<file path="config.mk">
export PLATFORM = sky130hd
export DESIGN_NAME = stream_mux
export DESIGN_NICKNAME = d
export VERILOG_FILES = /design/src/rtl/stream_mux_pkg.sv /design/src/rtl/stream_mux_rr_pick.sv /design/src/rtl/stream_mux.sv
export SDC_FILE = /design/constraint.sdc
export NUM_CORES = 1
export LEC_CHECK = 0
export ABC_AREA = 1
export CAP_MARGIN = 20
export CORE_UTILIZATION = 39
export DETAILED_ROUTE_END_ITERATION = 16
export MAX_ROUTING_LAYER = met4
export PLACE_DENSITY = 0.81
export SLEW_MARGIN = 0
export SYNTH_ARGS = -nofsm -noshare
export SYNTH_HDL_FRONTEND = slang
export SYNTH_HIERARCHICAL = 1
export SYNTH_SLANG_ARGS = --single-unit
</file>
<file path="constraint.sdc">
create_clock -name clk -period 6.6 [get_ports clk]
set_clock_uncertainty 0.2 [all_clocks]
set_input_delay 1.98 -clock clk [delete_from_list [all_inputs] [get_ports clk]]
set_output_delay 1.98 -clock clk [all_outputs]
set_load 0.05 [all_outputs]
</file>
<file path="src/rtl/stream_mux_pkg.sv">
// ============================================================================
// stream_mux_pkg : shared mode encodings and channel-index helper
// Rev 1.0
// ============================================================================
`default_nettype none

package stream_mux_pkg;

  localparam logic MODE_FIXED = 1'b0;
  localparam logic MODE_RR    = 1'b1;

  // Index following idx in a ring of n channels.
  function automatic int wrap_inc(input int idx, input int n);
    return (idx == n - 1) ? 0 : idx + 1;
  endfunction

endpackage

`default_nettype wire

</file>
<file path="src/rtl/stream_mux_rr_pick.sv">
// ============================================================================
// rr_pick : combinational rotate-priority encoder starting at base
// Rev 1.0
// ============================================================================
`default_nettype none

module rr_pick #(
  parameter int CHANNELS = 4,
  parameter int SEL_W    = $clog2(CHANNELS)
) (
  input  logic [CHANNELS-1:0] req,
  input  logic [SEL_W-1:0]    base,
  output logic                gnt_vld,
  output logic [SEL_W-1:0]    gnt_idx
);

  logic [2*CHANNELS-1:0] dbl;
  logic [CHANNELS-1:0]   rot;
  logic [SEL_W-1:0]      off;
  logic [SEL_W:0]        sum;

  assign dbl = {req, req};
  // Rotating the doubled vector puts channel base at bit 0.
  assign rot = CHANNELS'(dbl >> base);

  always_comb begin
    gnt_vld = |req;
    off     = '0;
    for (int k = CHANNELS - 1; k >= 0; k--) begin
      if (rot[k]) off = SEL_W'(k);
    end
    sum = {1'b0, base} + {1'b0, off};
    if (sum >= (SEL_W + 1)'(CHANNELS)) sum = sum - (SEL_W + 1)'(CHANNELS);
    gnt_idx = sum[SEL_W-1:0];
  end

endmodule

`default_nettype wire

</file>
<file path="src/rtl/stream_mux.sv">
// ============================================================================
// stream_mux : N-channel registered mux, fixed-select or round-robin, valid/ready
// Rev 1.0
// ============================================================================
`default_nettype none

module stream_mux
  import stream_mux_pkg::*;
#(
  parameter int WIDTH    = 32,
  parameter int CHANNELS = 4,
  parameter int SEL_W    = $clog2(CHANNELS)
) (
  input  logic                      clk,
  input  logic                      rst_n,
  input  logic                      mode,
  input  logic [SEL_W-1:0]          sel,
  input  logic [CHANNELS-1:0]       in_valid,
  output logic [CHANNELS-1:0]       in_ready,
  input  logic [WIDTH*CHANNELS-1:0] in_data,
  output logic                      out_valid,
  input  logic                      out_ready,
  output logic [WIDTH-1:0]          out_data,
  output logic [SEL_W-1:0]          out_chan
);

  logic             space;
  logic             load;
  logic             fix_vld;
  logic             rr_vld;
  logic [SEL_W-1:0] rr_idx;
  logic             gnt_vld;
  logic [SEL_W-1:0] gnt_idx;
  logic [SEL_W-1:0] ptr;
  logic [WIDTH-1:0] sel_data;

  rr_pick #(
    .CHANNELS (CHANNELS),
    .SEL_W    (SEL_W)
  ) u_rr_pick (
    .req     (in_valid),
    .base    (ptr),
    .gnt_vld (rr_vld),
    .gnt_idx (rr_idx)
  );

  // An out-of-range sel matches no channel, so it simply yields no grant.
  always_comb begin
    fix_vld = 1'b0;
    for (int i = 0; i < CHANNELS; i++) begin
      if (sel == SEL_W'(i)) fix_vld = in_valid[i];
    end
  end

  assign gnt_vld = (mode == MODE_RR) ? rr_vld : fix_vld;
  assign gnt_idx = (mode == MODE_RR) ? rr_idx : sel;
  assign space   = !out_valid | out_ready;
  assign load    = space & gnt_vld;

  always_comb begin
    sel_data = '0;
    for (int i = 0; i < CHANNELS; i++) begin
      if (gnt_idx == SEL_W'(i)) sel_data = in_data[i*WIDTH +: WIDTH];
    end
  end

  for (genvar i = 0; i < CHANNELS; i++) begin : g_ready
    assign in_ready[i] = rst_n & load & (gnt_idx == SEL_W'(i));
  end

  always_ff @(posedge clk or negedge rst_n) begin
    if (!rst_n) begin
      out_valid <= 1'b0;
      out_data  <= '0;
      out_chan  <= '0;
      ptr       <= '0;
    end else if (load) begin
      out_valid <= 1'b1;
      out_data  <= sel_data;
      out_chan  <= gnt_idx;
      ptr       <= SEL_W'(wrap_inc(int'(gnt_idx), CHANNELS));
    end else if (out_ready) begin
      out_valid <= 1'b0;
    end
  end

endmodule

`default_nettype wire

</file>
Word-level counts from Yosys, hierarchy flattened
Cells that the tools add are included.

Add/sub/neg operators: 3. Magnitude comparators: 1. Equal/unequal tests: 7. Shifts and indexed selects: 1. Multiplexer cells: 18. Bitwise operators: 7. Reductions and logical operators: 5.

Operators by type and width (number): 32-bit 2-to-1 mux (4); 2-bit 2-to-1 mux (7); 2-bit == test, second input constant (4); 8-bit by 2-bit right shift with 4-bit output (1); 1-bit 2-to-1 mux (7); 1-bit AND (6); 2-bit by 1-bit == test with 1-bit output, second input constant (3); 2-bit logical NOT (2); 4-bit OR reduction (1); 2-bit by 2-bit adder with 3-bit output (1); 3-bit >= comparator, second input constant (1); 2-bit by 1-bit adder with 2-bit output, second input constant (1); 2-bit nonzero test (1); 2-bit by 1-bit subtractor with 2-bit output, second input constant (1); 1-bit logical NOT (1); 1-bit bitwise OR (1).

Flip-flop bits (word level): 37. Bits of input ports: 138. Output and inout bits: 39. Word-level logic and storage cells: 46.

Logic depth before layout (Yosys ltp)
Depth after elaboration: 14. Depth in mapped cells: 23. Mapped depth without buffers: 22.

By module
Netlist, hierarchy kept.

Modules (own cells, without submodules): stream_mux (times used 1, cells each 434, area an instance 2830.2 µm², sequential area each 925.9 µm²); rr_pick (times used 1, cells each 35, area an instance 167.7 µm², sequential area each 0.0 µm²).

Worst setup path after synthesis
No wires, ideal clock.

Path kind: input -> output. Start: in in_valid[1]. End: out in_ready[1]. Data arrival time: 4.588 ns. Required time: 4.420 ns. Slack: -0.168 ns. Stages: 17. Buffers on the path: 2. Path through: nand2_1 -> nand3_1 -> nand2_1 -> nand3_1 -> a21boi_1 -> ha_1 -> xor2_1 -> inv_1 -> nand3_1 -> nand2_1 -> or2_2 -> o21ai_0 -> ha_1 -> buf_2 -> buf_2 -> inv_1 -> nor3_2.

Word-level cells in the longest chain between the ends: 11. Elaborated cells on any way between the ends: 19. Classes of those cells: add/sub (2); order compare (1); eq/ne (1); shift (1); mux (10); bitwise (3); reduce/logical (1).

Ends and longest elaborated chain: start, declared (RTL line stream_mux.sv:18) `input logic [CHANNELS-1:0] in_valid,`; 8-bit by 2-bit right shift with 4-bit output (*) (RTL line stream_mux_rr_pick.sv:24) `assign rot = CHANNELS'(dbl >> base);`; 2-bit 2-to-1 mux (3 in a row) (RTL line stream_mux_rr_pick.sv:30) `if (rot[k]) off = SEL_W'(k);`; 2-bit 2-to-1 mux (*) (RTL line stream_mux_rr_pick.sv:30); 2-bit by 2-bit adder with 3-bit output (*) (RTL line stream_mux_rr_pick.sv:32) `sum = {1'b0, base} + {1'b0, off};`; 3-bit >= comparator / 2-bit by 1-bit subtractor with 2-bit output (equally long branches) (RTL line stream_mux_rr_pick.sv:33) `if (sum >= (SEL_W + 1)'(CHANNELS)) sum = sum - (SEL_W + 1)'(CHANNELS);`; 2-bit 2-to-1 mux (*) (RTL line stream_mux_rr_pick.sv:33); net rr_idx[1] (RTL line stream_mux.sv:31) `logic [SEL_W-1:0] rr_idx;`; 2-bit 2-to-1 mux (*) (RTL line stream_mux.sv:56) `assign gnt_idx = (mode == MODE_RR) ? rr_idx : sel;`; 2-bit by 1-bit == test with 1-bit output (*) (RTL line stream_mux.sv:68) `assign in_ready[i] = rst_n & load & (gnt_idx == SEL_W'(i));`; 1-bit AND (*) (RTL line stream_mux.sv:68); end, declared (RTL line stream_mux.sv:19) `output logic [CHANNELS-1:0] in_ready,`.

Mark *: on every way through the listed nets, which the timed path passes. The rest lies on a longest branch.

Worst setup path after layout
Start: in in_valid[3]. End: out in_ready[3].

Word-level cells in the longest chain between the ends: 11. Elaborated cells on any way between the ends: 17. Classes of those cells: add/sub (2); order compare (1); eq/ne (1); shift (1); mux (8); bitwise (3); reduce/logical (1).

Ends and longest elaborated chain: 8-bit by 2-bit right shift with 4-bit output (*) (RTL line stream_mux_rr_pick.sv:24); 2-bit 2-to-1 mux (3 in a row) (RTL line stream_mux_rr_pick.sv:30); 2-bit 2-to-1 mux (*) (RTL line stream_mux_rr_pick.sv:30); 2-bit by 2-bit adder with 3-bit output (*) (RTL line stream_mux_rr_pick.sv:32); 3-bit >= comparator / 2-bit by 1-bit subtractor with 2-bit output (equally long branches) (RTL line stream_mux_rr_pick.sv:33); 2-bit 2-to-1 mux (*) (RTL line stream_mux_rr_pick.sv:33); net rr_idx[0] (RTL line stream_mux.sv:31); 2-bit 2-to-1 mux (*) (RTL line stream_mux.sv:56); net gnt_idx[0] (RTL line stream_mux.sv:33) `logic [SEL_W-1:0] gnt_idx;`; 2-bit == test (*) (RTL line stream_mux.sv:68); 1-bit AND (*) (RTL line stream_mux.sv:68).

Marked as above.

==> key figures <==
Setup path
  – CP endpoint kind: output port
  – Worst setup path category: primary input to output port
  – CP max stage delay: 0.28 ns
  – Crit-path slowest cell: dlygate4sd2_1
  – CP required: 4.42 ns
  – CP Data Arrival Time: 4.30 ns
  – CP startpoint kind: primary input
  – CP delay by family, top: buffers and inverters
  – Worst Path Max Fanout: 5
  – Buf/Inv on CP: 4
  – Crit path cell chain: dlygate4sd2_1, nand2_2, nand3_1, nand2_2, nand3_1, a21boi_1, ha_2, or2_2, o21ai_0, inv_1, ha_1, inv_1, nor3_2, buf_6

Power
  – Maximum vdd ir drop: 0.182 mV
  – PwrDens: 459 nW/um^2
  – Pleak: 0.00234 uW

Synthesis
  – Async set-reset flop share out of synthesis: 100%
  – Top-count cell post-synth: nand2_1
  – Post-synth EDFFs: 0
  – Average size of a mapped cell: 6.39 um^2
  – Compound-cell area share of the yosys netlist: 12.7%
  – Post-Syn Nets: 612
  – Synth Cell Area: 3000 um^2
  – Xor/xnor share of the synthesized area: 0.292%
  – Largest family of logic cells by synthesized area: simple AND/OR/NAND/NOR gates
  – Adder-Cell Fraction of Synth Area: 2.09%
  – Synth cell types: 27
  – Synth area leaders: dfrtp_1 31%, nand2_1 27%, or2_2 13%, a21oi_1 5.3%, o21ai_1 4.2%
  – Post-synth top flop: dfrtp_1
  – Multiplexer share of the synthesized area: 0%
  – Post-Synthesis Cells: 469
  – Post-synth top area cell: dfrtp_1
  – Area fraction of the dominant cell type after synthesis: 30.9%
  – Post-synth top cells: 219 x nand2_1, 60 x or2_2, 37 x dfrtp_1
  – Syn. warnings: 6
  – Simple-gate portion of the synthesized area: 46.2%
  – Post-synthesis sequential area ratio: 30.9%
  – Synth Register Bits: 37

Clocking
  – Clock Path Buffers: 2
  – Num CTS Buffers: 5
  – Root Buffer: clkbuf_8
  – Clk_lat worst skew: 0.28 ns
  – TritonCTS clock tree: done
  – Clock sink count: 37
  – Cts-stage hold buffer count: 0
  – H-tree Lvls: 2
  – Worst-path clk slew: 0.07 ns

Layout
  – Final nets: 779
  – Area grow syn2layout: 67.7%
  – Antenna cells: 0
  – Filler Cell Count: 613
  – Share of layout cells above drive strength 1: 18.2%
  – Final Core Density: 68.6%
  – Area of the multi-input gates: 1910 um^2
  – Register Area: 926 um^2

STA
  – Worst-margin pin slew: 0.720 ns
  – Worst slew margin: 52.0%
  – Final hold viol count: 0
  – Tcrit/Tclk final: 98.2%
  – Pins Over Slew Limit: 0
  – Fin crit period: 6.48 ns
  – Fmax: 154 MHz
  – TNS Setup: 0 ns
  – # setup viols final: 0

Route
  – WL/cell: 13.2 um
  – Routed Wire Length: 9730 um
  – Remaining DRCs: 0
  – DR iter-0 viols: 135
  – Via Count: 3536
  – Final ANT Viol Nets: 0
  – Drt pass-1 iters: 4
  – Via density: 4.80

Global route
  – Vias in the first global route: 3229
  – GR Overflow Total: 0
  – Initial antenna violation count: 0
  – Largest net degree at the start of global routing: 74
  – GRT Util Overall: 25.2%
  – First-pass GRT wire length: 14900 um

Place
  – IO Port Bufs: 176
  – Post-DP HPWL: 7400 um
  – Routability congestion estimate: 0.861

Die
  – CORE AREA: 7330 um^2
  – Die area: 8040 um^2
  – Die Ht: 89.7 um
  – Cell Rows: 31
  – Ports: 177
  – Initial core utilization: 40.9%
  – Die X: 89.7 um

Status
  – Status: finished, final reports clean

Job
  – Max Cap Viol: 0

Hold path
  – Hold Crit Class: flip-flop to flip-flop
per-stage QoR:
| step | hold WS (ns) | total power (uW) | instances | worst slack, ns | cell area [um^2] |
|---|---|---|---|---|---|
| 2_1_floorplan | 0.368 | 1560 | 469 | 0.0107 | 3000 |
| 3_3_place_gp | 0.264 | 2020 | 725 | -0.158 | 4820 |
| 3_5_place_dp | 0.268 | 2050 | 725 | -0.290 | 4820 |
| 4_1_cts | 0.287 | 2290 | 735 | 0.115 | 4970 |
| 5_1_grt | 0.314 | 2500 | 736 | -0.0136 | 5030 |
| 6_report | 0.284 | 2310 | 736 | 0.121 | 5030 |
area by class of cell:
cell class	instances	area share [%]
Inverter	19	1.42
Clock inverter	1	0.597
Clock buffer	7	1.72
Tap cell	99	2.46
Timing Repair Buffer	189	37.4
Multi-Input combinational cell	384	38.0
Sequential cell	37	18.4
layer usage:
layer  vias up  routed length (um)  global-route usage (%)
met3        29                 605                    5.58
met5         -                   0                       -
li1       1794                   -                       -
met2       147                4880                    42.9
met1      1566                3950                    29.1
met4         0                 302                    9.52
state kept, by name, summed over array words and instances (netlist names):
name       cells
out_chan       2
out_valid      1
ptr            2
out_data      32
cells by family (layout without fill, tap and decap cells):
kind of cell / Yosys count / after routing
buffers and inverters: 48 / 216
and+or+nand+nor: 307 / 307
DFF: 37 / 37
adders and majority gates: 5 / 5
AOI/OAI and AO/OA: 71 / 71
xor gates and xnor gates: 1 / 1
tightest hold or removal path, stage by stage, from the launching register on:
cell	delay [ns]
dfrtp_1	0.34
nand2_1	0.06
o21ai_2	0.05
power breakdown:
part / total, uW / switching [uW] / leakage, uW / internal (uW)
combinational: 1690 / 1060 / 0.00182 / 637
sequential: 407 / 70.4 / 0.000454 / 336
clock: 207 / 83.7 / 0.0000585 / 123
cell usage in the layout, fill, tap and decap left out, types with 2 or more instances in the layout:
master	count
clkdlybuf4s50_1	167
o21ai_2	6
ha_1	2
inv_1	11
nor3_4	3
nand2_2	5
or2_1	6
or2_2	59
dfrtp_1	37
a21oi_1	32
nand3_2	2
dlygate4sd2_1	4
inv_2	8
o21ai_0	6
ha_2	2
clkbuf_8	6
nand3_1	11
buf_12	3
buf_4	13
nand2_1	215
o21ai_1	25
final timing paths:
kind,to,depth (start not counted),start,slack (ns)
worst max-delay path,in_ready[3],14,in_valid[3],0.12
worst min-delay path,out_data[23],2,out_data[23],0.28
worst max register to register,out_data[6],19,ptr[0],2.63
worst min register to register,out_data[23],2,out_data[23],0.28
max in group asynchronous,out_data[17],2,rst_n,4.30
min in group asynchronous,out_chan[0],2,rst_n,1.55
timing repair:
action / 4_1_cts / 5_1_grt
resized for setup: 12 / 11
pin swaps: 6 / 5
setup buffers: 2 / 1
setup endpoints to repair: 4 / 4
(Power assumes the default switching activity.)
